`config.mk`:
```
export PLATFORM = sky130hd
export DESIGN_NAME = axi4_lite_slave_mem
export DESIGN_NICKNAME = d
export VERILOG_FILES = /design/src/rtl/axi4_lite_slave_mem.sv
export SDC_FILE = /design/constraint.sdc
export NUM_CORES = 1
export LEC_CHECK = 0
export ABC_AREA = 1
export BUFFER_PORTS_ARGS = -buffer_cell sky130_fd_sc_hd__buf_2
export CORE_MARGIN = 2
export CORE_UTILIZATION = 52
export DETAILED_ROUTE_END_ITERATION = 10
export PLACE_DENSITY = 0.74
export SYNTH_ARGS = -nofsm -noshare
export SYNTH_HDL_FRONTEND = slang
export SYNTH_SLANG_ARGS = --single-unit
```
`constraint.sdc`:
```
create_clock -name clk -period 4.85 [get_ports clk]
set_clock_uncertainty 0.2 [all_clocks]
set_input_delay 0.97 -clock clk [delete_from_list [all_inputs] [get_ports clk]]
set_output_delay 0.97 -clock clk [all_outputs]
set_load 0.05 [all_outputs]
```
`src/rtl/axi4_lite_slave_mem.sv`:
```
// AXI4-Lite slave backed by a small word-addressed register memory.
// Independent AW/W capture, byte strobes, fixed response latency, SLVERR outside the window.
module axi4_lite_slave_mem #(
    parameter int unsigned             ADDR_WIDTH  = 32,
    parameter int unsigned             DATA_WIDTH  = 32,
    parameter int unsigned             DEPTH       = 4,
    parameter logic [ADDR_WIDTH-1:0]   BASE_ADDR   = 32'h0000_1020,
    parameter int unsigned             WAIT_CYCLES = 0,
    parameter logic [DATA_WIDTH-1:0]   RESET_VALUE = '0
) (
    input  logic                      clk,
    input  logic                      rst,
    input  logic [ADDR_WIDTH-1:0]     awaddr,
    input  logic                      awvalid,
    output logic                      awready,
    input  logic [DATA_WIDTH-1:0]     wdata,
    input  logic [DATA_WIDTH/8-1:0]   wstrb,
    input  logic                      wvalid,
    output logic                      wready,
    output logic [1:0]                bresp,
    output logic                      bvalid,
    input  logic                      bready,
    input  logic [ADDR_WIDTH-1:0]     araddr,
    input  logic                      arvalid,
    output logic                      arready,
    output logic [DATA_WIDTH-1:0]     rdata,
    output logic [1:0]                rresp,
    output logic                      rvalid,
    input  logic                      rready,
    output logic [7:0]                err_count
);

    localparam int unsigned STRB_WIDTH = DATA_WIDTH / 8;
    localparam int unsigned OFF_BITS   = $clog2(STRB_WIDTH);
    localparam int unsigned IDX_BITS   = $clog2(DEPTH);
    localparam int unsigned WIN_BYTES  = DEPTH * STRB_WIDTH;
    localparam int unsigned CNT_WIDTH  = 4;
    localparam logic [1:0]  RESP_OKAY   = 2'b00;
    localparam logic [1:0]  RESP_SLVERR = 2'b10;

    typedef enum logic [1:0] {W_IDLE, W_WAIT, W_RESP} w_state_t;
    typedef enum logic [1:0] {R_IDLE, R_WAIT, R_DATA} r_state_t;

    // Offset arithmetic keeps the window check correct even when BASE+size wraps.
    function automatic logic in_window(input logic [ADDR_WIDTH-1:0] addr);
        logic [ADDR_WIDTH-1:0] offset;
        offset = addr - BASE_ADDR;
        return (addr >= BASE_ADDR) && (offset < ADDR_WIDTH'(WIN_BYTES));
    endfunction

    function automatic logic [IDX_BITS-1:0] word_index(input logic [ADDR_WIDTH-1:0] addr);
        logic [ADDR_WIDTH-1:0] offset;
        offset = (addr - BASE_ADDR) >> OFF_BITS;
        return IDX_BITS'(offset);
    endfunction

    logic [DATA_WIDTH-1:0] mem [DEPTH];

    w_state_t              w_state;
    r_state_t              r_state;
    logic                  aw_held;
    logic                  w_held;
    logic                  ar_held;
    logic [ADDR_WIDTH-1:0] aw_addr_q;
    logic [ADDR_WIDTH-1:0] ar_addr_q;
    logic [DATA_WIDTH-1:0] w_data_q;
    logic [STRB_WIDTH-1:0] w_strb_q;
    logic [CNT_WIDTH-1:0]  w_cnt;
    logic [CNT_WIDTH-1:0]  r_cnt;

    logic                  w_fire_c;
    logic                  r_fire_c;
    logic                  w_ok_c;
    logic                  r_ok_c;
    logic [1:0]            err_inc_c;
    logic [8:0]            err_sum_c;

    // Fire = the edge on which the response is produced (entering W_RESP / R_DATA).
    assign w_fire_c = ((w_state == W_IDLE) && aw_held && w_held && (WAIT_CYCLES == 0)) ||
                      ((w_state == W_WAIT) && (w_cnt == '0));
    assign r_fire_c = ((r_state == R_IDLE) && ar_held && (WAIT_CYCLES == 0)) ||
                      ((r_state == R_WAIT) && (r_cnt == '0));
    assign w_ok_c   = in_window(aw_addr_q);
    assign r_ok_c   = in_window(ar_addr_q);

    // Write channel: AW/W holding registers, wait counter, memory update and B response.
    always_ff @(posedge clk) begin
        if (rst) begin
            w_state   <= W_IDLE;
            aw_held   <= 1'b0;
            w_held    <= 1'b0;
            awready   <= 1'b0;
            wready    <= 1'b0;
            bvalid    <= 1'b0;
            bresp     <= RESP_OKAY;
            w_cnt     <= '0;
            aw_addr_q <= '0;
            w_data_q  <= '0;
            w_strb_q  <= '0;
            for (int i = 0; i < DEPTH; i++) begin
                mem[i] <= RESET_VALUE;
            end
        end else begin
            case (w_state)
                W_IDLE: begin
                    if (aw_held && w_held) begin
                        if (WAIT_CYCLES == 0) begin
                            w_state <= W_RESP;
                        end else begin
                            w_state <= W_WAIT;
                            w_cnt   <= CNT_WIDTH'(WAIT_CYCLES - 1);
                        end
                    end else begin
                        if (awvalid && awready) begin
                            aw_held   <= 1'b1;
                            aw_addr_q <= awaddr;
                            awready   <= 1'b0;
                        end else begin
                            awready   <= !aw_held;
                        end
                        if (wvalid && wready) begin
                            w_held   <= 1'b1;
                            w_data_q <= wdata;
                            w_strb_q <= wstrb;
                            wready   <= 1'b0;
                        end else begin
                            wready   <= !w_held;
                        end
                    end
                end
                W_WAIT: begin
                    if (w_cnt != '0) begin
                        w_cnt <= w_cnt - CNT_WIDTH'(1);
                    end else begin
                        w_state <= W_RESP;
                    end
                end
                W_RESP: begin
                    if (bready) begin
                        bvalid  <= 1'b0;
                        w_state <= W_IDLE;
                        aw_held <= 1'b0;
                        w_held  <= 1'b0;
                        awready <= 1'b1;
                        wready  <= 1'b1;
                    end
                end
                default: w_state <= W_IDLE;
            endcase

            if (w_fire_c) begin
                bvalid <= 1'b1;
                bresp  <= w_ok_c ? RESP_OKAY : RESP_SLVERR;
                if (w_ok_c) begin
                    for (int b = 0; b < STRB_WIDTH; b++) begin
                        if (w_strb_q[b]) begin
                            mem[word_index(aw_addr_q)][8*b +: 8] <= w_data_q[8*b +: 8];
                        end
                    end
                end
            end
        end
    end

    // Read channel: captured AR address, wait counter, R response sampled from memory.
    always_ff @(posedge clk) begin
        if (rst) begin
            r_state   <= R_IDLE;
            ar_held   <= 1'b0;
            arready   <= 1'b0;
            rvalid    <= 1'b0;
            rresp     <= RESP_OKAY;
            rdata     <= '0;
            r_cnt     <= '0;
            ar_addr_q <= '0;
        end else begin
            case (r_state)
                R_IDLE: begin
                    if (ar_held) begin
                        if (WAIT_CYCLES == 0) begin
                            r_state <= R_DATA;
                        end else begin
                            r_state <= R_WAIT;
                            r_cnt   <= CNT_WIDTH'(WAIT_CYCLES - 1);
                        end
                    end else if (arvalid && arready) begin
                        ar_held   <= 1'b1;
                        ar_addr_q <= araddr;
                        arready   <= 1'b0;
                    end else begin
                        arready   <= 1'b1;
                    end
                end
                R_WAIT: begin
                    if (r_cnt != '0) begin
                        r_cnt <= r_cnt - CNT_WIDTH'(1);
                    end else begin
                        r_state <= R_DATA;
                    end
                end
                R_DATA: begin
                    if (rready) begin
                        rvalid  <= 1'b0;
                        r_state <= R_IDLE;
                        ar_held <= 1'b0;
                        arready <= 1'b1;
                    end
                end
                default: r_state <= R_IDLE;
            endcase

            if (r_fire_c) begin
                rvalid <= 1'b1;
                rresp  <= r_ok_c ? RESP_OKAY : RESP_SLVERR;
                rdata  <= r_ok_c ? mem[word_index(ar_addr_q)] : '0;
            end
        end
    end

    // Saturating SLVERR counter; both channels may report on the same edge.
    assign err_inc_c = 2'(w_fire_c && !w_ok_c) + 2'(r_fire_c && !r_ok_c);
    assign err_sum_c = 9'(err_count) + 9'(err_inc_c);

    always_ff @(posedge clk) begin
        if (rst) begin
            err_count <= '0;
        end else begin
            err_count <= err_sum_c[8] ? 8'hFF : err_sum_c[7:0];
        end
    end

endmodule

```
# Word-level counts from Yosys, hierarchy flattened
# Memory sizes are Yosys's and may differ from the RTL's.
# Cells that the tools add are included.
# classes
bitwise_logic	2
reduce_logical	46
n_addsub	6
n_mux	63
n_eq_ne	14
n_lt_le_gt_ge	4
# ops
cell	n
32-bit by 13-bit >= comparator with 1-bit output (second input constant)	2
32-bit by 5-bit less-than comparator with 1-bit output (second input constant)	2
32-bit two-way mux	2
32-bit by 13-bit subtractor with 32-bit output (second input constant)	2
1-bit two-way mux	42
32-bit OR reduction	1
3-bit AND reduction	7
2-bit two-way mux	9
2-bit != test (second input constant)	7
1-bit logical AND	13
1-bit one-hot mux with 2 select lines	6
2-bit one-hot mux with 3 select lines	2
2-bit nonzero test	6
2-bit AND reduction	5
8-bit by 2-bit adder with 9-bit output	1
4-bit logical NOT	2
8-bit two-way mux	1
4-bit AND reduction	2
4-bit nonzero test	2
4-bit by 1-bit subtractor with 4-bit output (second input constant)	2
2-bit by 1-bit != test with 1-bit output (second input constant)	3
2-bit by 1-bit equality test with 1-bit output (second input constant)	2
2-bit equality test (second input constant)	2
1-bit logical NOT	4
other kinds (5)	8
# word_totals
mem_count	1
regBits	164
mem_bits_rw	128
out_inout_bits	49
# mem_list
name	words	word_bits	rd	rd_ports_with_merged_regs	write_ports	line	source
mem	4	32	1	0	4	57	logic [DATA_WIDTH-1:0] mem [DEPTH];

# Depth between registers and ports, before layout
# Gate-level depths: netlist (run 1).
# depth
ltp_word	9
ltp_mapped	23

# Least setup slack after synthesis (run 1)
# Ideal clock, no wire load.
# synth_path
path_type	input to register
from	in rst
to	mem mem[0][24] (enable)
n_path_buf	1
setup_slack_ns	1.350
path_stages	9
t_arrival_ns	2.916
setup_time_ns	0.384
cell_sequence	clkbuf_1 clkinv_1 nand2_1 nor2_1 o31ai_4 nand2_8 nand2_1 nand2_2 o21ai_0
# synth_lines
item	line	source
start, declared	12	input logic rst,
end, declared	57	

==> results.cfg, run 1 <==
[timing]
rsz0062_at_grt = no
slew_headroom = 0.1858
drv_slew = 0
post-route-period-util = 0.8137
max_freq_mhz = 253.4
fin_tns_setup_ps = 0
finalHoldViolCount = 0
setup_viol = 0
fin_crit_ps = 3946
worst_pin_slew_ps = 1220
hold_ws_ps = 254.5

[floorplanning]
die_y_um = 160.6
die_w_um = 160.6
dieArea_um2 = 25800
core-area_um2 = 24180
io_pins = 156
initial_core_util = 0.5276
rows = 57

[global_routing]
grt_pass1_wl_um = 49150
grt_pass1_vias = 9992
grtUsageTotal = 0.2330
overflow = 0
grt_max_degree = 82
antenna_found_initial = 5

[power]
p_sw_mw = 1.592
swShare = 0.2826
power_density_nw_per_um2 = 387.0
pwr-share-seq = 0.471
peakVddDrop_v = 0.0002573
power_frac_comb = 0.156
power.leakage_nw = 6.089
intPower_mw = 4.042
power.share.clock = 0.374

[setup_path]
worstPathArrival_ps = 4010
cp-end-kind = flop
startpoint_type = flop
crit_chain = inv_1 -> ha_1 -> nand3_1 -> nand2_2 -> nand2_2 -> inv_2 -> nand3_1 -> nand2_1 -> nand2_1 -> nor2_2 -> nand3_2 -> nor2_8 -> nand3_4 -> nand2_8 -> nand3_4 -> o21ai_0 -> buf_4
critPathMaxStageDelay_ps = 500
reg2reg_to = mem[0][24]$_SDFFCE_PN0P_
reg2reg_depth = 17
cpMaxStageDelayCell = o21ai_0
worstSetupPathType = flop to flop
rr_startpoint = aw_addr_q[5]$_SDFFE_PP0P_
rrSetupSlack_ps = 900
cp.required_ps = 4920
cp.depth = 17
cp_max_fo = 44
path_delay_family = simple AND/OR/NAND/NOR gates
critical_path_buf_inv_count = 3

[clocking]
cts_setup_buffers = 0
cts_max_level = 1
clockBufferDepth = 3
insertion_delay_ps = 550
cts_tree = done
cts_made_buffers = 28
cts_resized = 0
cts_root_buffer = clkbuf_16
cts.clk_slew.worst_paths_ps = 60
cts.sinks = 276
ctsHoldBuffers = 0

[logic_synthesis]
synth_cell_types = 43
ys_warn_count = 0
yosysSeqAreaShare = 0.5336
synth-seq-cells = 276
synth_cells = 1521
synth_area_per_cell_um2 = 8.386
synth_area_um2 = 12750

[finish]
drive_gt1_frac = 0.1798
layout.nets = 1746
syn_to_final_growth_pct = 14.15

[hold_path]
whs_path_depth = 2
hold_end = w_strb_q[0]$_SDFFE_PP0P_
hold_class = flop to flop
hp-start = w_strb_q[0]$_SDFFE_PP0P_

[routing]
drtIter0Drc = 835
ant_nets = 0
dr.pass1.iters = 7
viasPerCell = 5.232
wl_per_cell_um = 15.06
wl_um = 29900
drc = 0
vias = 10390

[placed_design]
gp_congestion = 0.8565
hpwl_um = 19630
port_buffers = 149

[flow_run]
maxCapViolations = 0

[outcome]
outcome = completed
worst reg2reg max path, cell delays in order, from the launching register on:
cell and delay (ps):
dfxtp_1 290, inv_1 130, ha_1 230, nand3_1 170, nand2_2 150, nand2_2 90, inv_2 80, nand3_1 60
nand2_1 80, nand2_1 60, nor2_2 120, nand3_2 160, nor2_8 180, nand3_4 110, nand2_8 440, nand3_4 380
o21ai_0 500, buf_4 240
power by group through the flow:
stage	registers, mW	logic, mW	clock network [mW]
5_1_grt	2.67	0.992	2.23
4_1_cts	2.65	0.878	2.12
3_5_place_dp	2.70	0.872	0
6_report	2.65	0.876	2.11
2_1_floorplan	2.70	0.633	0
3_3_place_gp	2.70	0.859	0
layout make-up:
cell class / count / area [um2]
fill: 2103 / 9618
sequential: 276 / 6808
multi-input combinational: 1031 / 5060
timing repair buffer: 167 / 880.8
clock buffer: 39 / 802.0
inverter: 131 / 493.0
tap: 324 / 405.4
clock inverter: 13 / 100.1
antenna: 4 / 10.01
per-stage QoR:
| stage | total power, mW | area, um2 | util | instances | worst slack [ps] |
|---|---|---|---|---|---|
| final | 5.634 | 14560 | 0.6022 | 1985 | 903.6 |
| after global routing | 5.892 | 14560 | 0.6022 | 1985 | 549.4 |
| after CTS | 5.651 | 14550 | 0.6018 | 1981 | 875.3 |
| after detailed placement | 3.572 | 13650 | 0.5645 | 1929 | 827.7 |
| after global placement | 3.556 | 13650 | 0.5645 | 1929 | 855.7 |
| after floorplan | 3.336 | 12760 | - | 1522 | 1350 |
kinds of logic (layout without fill, tap and decap cells):
| group | Yosys count | in the layout | synth area share |
|---|---|---|---|
| xor gates and xnor gates | 11 | 11 | 0.007553 |
| and+or+nand+nor | 691 | 691 | 0.2545 |
| other | 1 | 6 | 0.0002940 |
| adders and majority gates | 4 | 4 | 0.004513 |
| buffers and inverters | 215 | 350 | 0.07034 |
| DFF | 276 | 276 | 0.5336 |
| AOI/OAI and AO/OA | 323 | 323 | 0.1292 |
Yosys cell counts, drive strengths merged:
master  number  share of area
xor2         7         0.0048
nand3       69          0.034
a211oi       2         0.0012
dfxtp      148           0.23
conb         1        0.00029
a31oi        2        0.00098
o22ai        1        0.00049
nand3b       2         0.0012
o21bai       1        0.00059
clkinv       1        0.00029
ha           3         0.0029
nand2      193          0.068
nor3        57          0.025
a21oi      133          0.052
nor2       349           0.11
edfxtp     128           0.30
clkbuf      63          0.019
inv        130          0.038
buf         21          0.013
xnor2        4         0.0027
o21ai      183          0.072
nand4       19          0.016
o31ai        1         0.0017
fa           1         0.0016
nor4         2        0.00098
layer usage:
layer	up-vias	global-route usage	wire length (um)
met1	4737	0.3021	12790
li1	5271	-	-
met3	56	0.03461	1908
met2	320	0.4069	14550
met5	-	0	7
met4	2	0.06675	651
flip-flops by register name, summed over array words and instances, names as in the netlist:
name,count
r_state,1
rresp,1
bresp,1
ar_held,1
err_count,8
aw_addr_q,30
ar_addr_q,30
rvalid,1
wready,1
aw_held,1
w_strb_q,4
w_state,1
w_data_q,32
rdata,32
bvalid,1
mem,128
arready,1
awready,1
w_held,1
how the worst max path moves through the flow:
stage	end	from
after global placement	mem[0][29]$_SDFFCE_PN0P_	rst
after detailed placement	mem[0][24]$_SDFFCE_PN0P_	rst
final	mem[0][24]$_SDFFCE_PN0P_	aw_addr_q[5]$_SDFFE_PP0P_
after floorplan	mem[0][24]$_SDFFCE_PN0P_	rst
after global routing	mem[0][24]$_SDFFCE_PN0P_	aw_addr_q[5]$_SDFFE_PP0P_
after CTS	mem[0][30]$_SDFFCE_PN0P_	aw_addr_q[5]$_SDFFE_PP0P_
placed cells by master, fill, tap and decap left out, drive strengths merged, types with 3 or more instances in the layout:
cell	n
inv	130
ha	3
clkinv	13
nand2	193
xor2	7
xnor2	4
dfxtp	148
nor2	349
o21ai	183
a21oi	133
nor3	57
edfxtp	128
clkbuf	39
nand3	69
diode	4
nand4	19
buf	167
Note: power is estimated with default switching activity, not from simulation.
==> run 2, diff against run 1 <==
==> constraint.sdc (replaced) <==
create_clock -name clk -period 3.9 [get_ports clk]
set_clock_uncertainty 0.2 [all_clocks]
set_input_delay 0.78 -clock clk [delete_from_list [all_inputs] [get_ports clk]]
set_output_delay 0.78 -clock clk [all_outputs]
set_load 0.05 [all_outputs]
==> results.cfg, run 2 (synthesis gave the netlist of run 1 again) <==
[timing]
post-route-period-util = 0.9053
finalHoldViolCount = 0
worst_pin_slew_ps = 951.1
fin_crit_ps = 3531
slew_headroom = 0.3660
max_freq_mhz = 283.2
setup_viol = 0
rsz0062_at_grt = no
fin_tns_setup_ps = 0
drv_slew = 0

[hold_path]
hp-start = wdata[0]
hold_class = input port to flop

[clocking]
cts_root_buffer = clkbuf_16
insertion_delay_ps = 560
cts.sinks = 276
clockBufferDepth = 3
cts_made_buffers = 29
cts_max_level = 1
cts_tree = done
cts.clk_slew.worst_paths_ps = 60
ctsHoldBuffers = 0

[routing]
viasPerCell = 5.304
drc = 0
wl_per_cell_um = 15.44
dr.pass1.iters = 7
drtIter0Drc = 800
wl_um = 30820
vias = 10590
ant_nets = 0

[finish]
top_regs = mem (128), rdata (32), w_data_q (32)
final_cell_mix = 329 x nor2_1, 180 x o21ai_0, 165 x nand2_1
layout.nets = 1755
top_register = mem
design_area_um2 = 14640
syn_to_final_growth_pct = 14.74
largest_reg_flops = 128
final_common_cell = nor2_1
fillers = 2124
final_util = 0.6053
drive_gt1_frac = 0.1806

[placed_design]
placed_area_um2 = 13710
gp_congestion = 0.8777
port_buffers = 149
hpwl_um = 20340

[setup_path]
cp-end-kind = flop
startpoint_type = flop
cp_max_fo = 36
rr_startpoint = aw_addr_q[5]$_SDFFE_PP0P_
rrSetupSlack_ps = 370
critPathLaunch = aw_addr_q[5]$_SDFFE_PP0P_
cp.required_ps = 3950
worstPathArrival_ps = 3580
worstSetupPathType = flop to flop

[global_routing]
grt_pass1_vias = 10120
grt_pass1_wl_um = 49610
grt_max_degree = 69
grtUsageTotal = 0.2361
antenna_found_initial = 6
overflow = 0

[floorplanning]
rows = 57
io_pins = 156
core-area_um2 = 24180
die_w_um = 160.6
die_y_um = 160.6
dieArea_um2 = 25800
initial_core_util = 0.5276

[flow_run]
maxCapViolations = 0

[power]
power_density_nw_per_um2 = 482.4
peakVddDrop_v = 0.0002946
power.leakage_nw = 6.114
finalPower_mw = 7.061

[outcome]
outcome = completed
## run 2: repair_timing
item,4_1_cts,5_1_grt
setup endpoints to repair,0,6
setup buffers,0,0
resized for setup,0,2
## run 2: path summary, 6_finish.rpt
kind,to,cells after the start
setup / recovery,mem[1][25]$_SDFFCE_PN0P_,17
hold / removal,w_data_q[0]$_SDFFE_PP0P_,3
setup reg to reg,mem[1][25]$_SDFFCE_PN0P_,17
hold reg to reg,ar_addr_q[10]$_SDFFE_PP0P_,2
## run 2: through the flow
| step | hold slack (ps) | cells | setup WS, ps |
|---|---|---|---|
| floorplan | 229.2 | 1522 | 590.2 |
| global placement | 242.2 | 1937 | 401.0 |
| detailed placement | 247.7 | 1937 | 264.9 |
| CTS | 237.5 | 1991 | 215.9 |
| global route | 249.5 | 1995 | 12.54 |
| finish | 245.0 | 1996 | 369.4 |
## run 2: routing by layer
metal,global-route usage,up-vias,wire [um]
met5,0,-,13
met4,0.07821,2,717
met3,0.03951,70,2044
met2,0.4091,341,14980
met1,0.3016,4878,13070
li1,-,5295,-
## run 2: power by group
part / total, mW / switching (mW) / internal [mW] / leakage, nW
Sequential: 3.30 / 0.110 / 3.19 / 2.47
Clock: 2.65 / 1.11 / 1.54 / 0.443
Combinational: 1.11 / 0.767 / 0.343 / 3.20
Total: 7.06 / 1.99 / 5.07 / 6.11
## run 2: final cells by class
type                            count  area (um2)  share of cell area
Multi-Input combinational cell   1031        5069              0.3463
Inverter                          131       493.0             0.03368
Tap cell                          324       405.4             0.02770
Antenna cell                        5       12.51           0.0008549
Timing Repair Buffer              175       940.9             0.06429
Clock inverter                     14       120.1            0.008207
Clock buffer                       40       787.0             0.05377
Sequential cell                   276        6808              0.4652
## run 2: critical path, stage by stage (launching register included)
cell,delay (ps)
dfxtp_1,300
inv_1,120
ha_1,220
nand3_1,140
nand2_2,130
nand2_1,100
nor2_1,110
nand2_1,50
nand2_1,60
nand2_1,80
nor2_4,100
nand3_4,100
nor2_8,190
nand3_4,110
nand2_8,350
nand3_4,310
o21ai_0,330
buf_4,230
==> run 3, diff against run 2 <==
--- a/config.mk
+++ b/config.mk
@@ -10,7 +10,7 @@
 export CORE_MARGIN = 2
 export CORE_UTILIZATION = 52
 export DETAILED_ROUTE_END_ITERATION = 10
-export PLACE_DENSITY = 0.74
+export PLACE_DENSITY = 0.76
 export SYNTH_ARGS = -nofsm -noshare
 export SYNTH_HDL_FRONTEND = slang
 export SYNTH_SLANG_ARGS = --single-unit
==> constraint.sdc (replaced) <==
create_clock -name clk -period 3 [get_ports clk]
set_clock_uncertainty 0.2 [all_clocks]
set_input_delay 0.6 -clock clk [delete_from_list [all_inputs] [get_ports clk]]
set_output_delay 0.6 -clock clk [all_outputs]
set_load 0.05 [all_outputs]
==> results.cfg, run 3 (synthesis gave the netlist of run 1 again) <==
[outcome]
outcome = finished, violations left
violations = setup timing

[global_routing]
grtUsageTotal = 0.2516
antenna_found_initial = 6
grt_pass1_vias = 10960
overflow = 0
grt_pass1_wl_um = 53020
grt_max_degree = 66

[clocking]
cts.clk_slew.worst_paths_ps = 60
cts_root_buffer = clkbuf_16
cts_max_level = 1
cts.sinks = 276
cts_tree = done
insertion_delay_ps = 550
cts_made_buffers = 29
clockBufferDepth = 3

[power]
power.leakage_nw = 7.020
peakVddDrop_v = 0.0004350
finalPower_mw = 9.680
power_density_nw_per_um2 = 578.9

[hold_path]
hold_class = input port to flop

[routing]
wl_per_cell_um = 16.61
wl_um = 35110
vias = 11490
viasPerCell = 5.434
dr.pass1.iters = 5
drc = 0
ant_nets = 0
drtIter0Drc = 1129

[timing]
max_freq_mhz = 313.0
worst_pin_slew_ps = 722.8
setup_viol = 23
post-route-period-util = 1.065
setup_ws_ps = -195.4
drv_slew = 0
slew_headroom = 0.5181
fin_crit_ps = 3195
rsz0062_at_grt = yes
finalHoldViolCount = 0

[finish]
syn_to_final_growth_pct = 31.10
largest_reg_flops = 128
final_common_cell = nor2_1
final_util = 0.6916
layout.nets = 1873
top_regs = mem (128), rdata (32), w_data_q (32)
top_register = mem
drive_gt1_frac = 0.3160
final_cell_mix = 300 x nor2_1, 170 x o21ai_0, 149 x buf_2
fillers = 1767

[floorplanning]
initial_core_util = 0.5276
io_pins = 156
die_w_um = 160.6
rows = 57
dieArea_um2 = 25800
core-area_um2 = 24180
die_y_um = 160.6

[setup_path]
worstSetupPathType = flop to flop
cp_max_fo = 3
startpoint_type = flop
worstPathArrival_ps = 3460
cp.required_ps = 3260
rrSetupSlack_ps = -200
cp-end-kind = flop

[placed_design]
place_ws_ps = -348.1
hpwl_um = 21530
port_buffers = 149
gp_congestion = 0.9047

[flow_run]
maxCapViolations = 0
run 3: changes by cell type in the layout (fill, tap and decap cells not counted), moves of 22 or more:
cell     delta
buf_6      +25
nand2_2    +22
nor3_2     +26
nor2_1     -29
buf_12     +22
buf_4      +66
nand2_1    -34
nor3_1     -30
run 3: final timing paths:
| kind | to | cells past startpoint | startpoint |
|---|---|---|---|
| max reg2reg | err_count[7]$_SDFF_PP0_ | 22 | ar_addr_q[9]$_SDFFE_PP0P_ |
| max | err_count[7]$_SDFF_PP0_ | 22 | ar_addr_q[9]$_SDFFE_PP0P_ |
| min reg2reg | rdata[18]$_SDFFE_PP0P_ | 2 | rdata[18]$_SDFFE_PP0P_ |
| min | w_data_q[0]$_SDFFE_PP0P_ | 3 | wdata[0] |
run 3: what timing repair did:
action,CTS,global route
pin swaps,15,59
hold buffers,0,0
setup buffers,8,14
cloned,1,4
endpoints found under the setup margin,177,245
gates resized for setup,34,199
run 3: power by group:
group | internal, mW | total (mW) | leakage (nW) | switching (mW)
clock network | 2.04 | 3.53 | 0.460 | 1.49
logic | 0.692 | 1.85 | 4.09 | 1.16
registers | 4.15 | 4.29 | 2.47 | 0.146
run 3: layout make-up:
type                            instances  area, um2  share of cell area
Clock inverter                         17      141.4            0.008456
Multi-Input combinational cell       1032       5809              0.3474
Timing Repair Buffer                  292       2248              0.1345
Antenna cell                            5      12.51           0.0007483
Sequential cell                       276       6815              0.4076
Inverter                              131      493.0             0.02948
Tap cell                              324      405.4             0.02424
Clock buffer                           37      795.8             0.04759
run 3: per-stage QoR:
step	instance area [um2]	hold WS (ps)	TNS [ps]	cells
6_report	16720	72.90	-1250	2114
5_1_grt	16720	61.22	-23860	2113
4_1_cts	15760	60.26	-828.2	2093
3_5_place_dp	14630	252.1	-8933	2030
3_3_place_gp	14630	250.0	-2822	2030
2_1_floorplan	12770	229.2	-6219	1522
run 3: worst max-delay path: stages (launching register included):
cell,delay (ps)
dfxtp_1,310
inv_2,60
nand2_2,60
nor2_4,120
buf_4,140
a31oi_4,90
nor2_4,130
nand2_2,90
nor3_2,230
xnor2_1,130
nand3_2,100
nor2_2,50
nand2_2,100
nand2_4,70
fa_2,390
inv_2,90
ha_4,150
nand3_4,80
nor2_4,120
buf_6,110
buf_6,90
nor3_4,30
a211oi_2,190
run 3: routing by layer:
layer	track usage	part of all wire	routed length, um	up-vias
met2	0.4418	0.50	17650	487
met1	0.3124	0.39	13770	5369
met3	0.05010	0.072	2543	92
li1	-	-	-	5538
met4	0.08108	0.033	1142	2
met5	0	0.00037	13	-
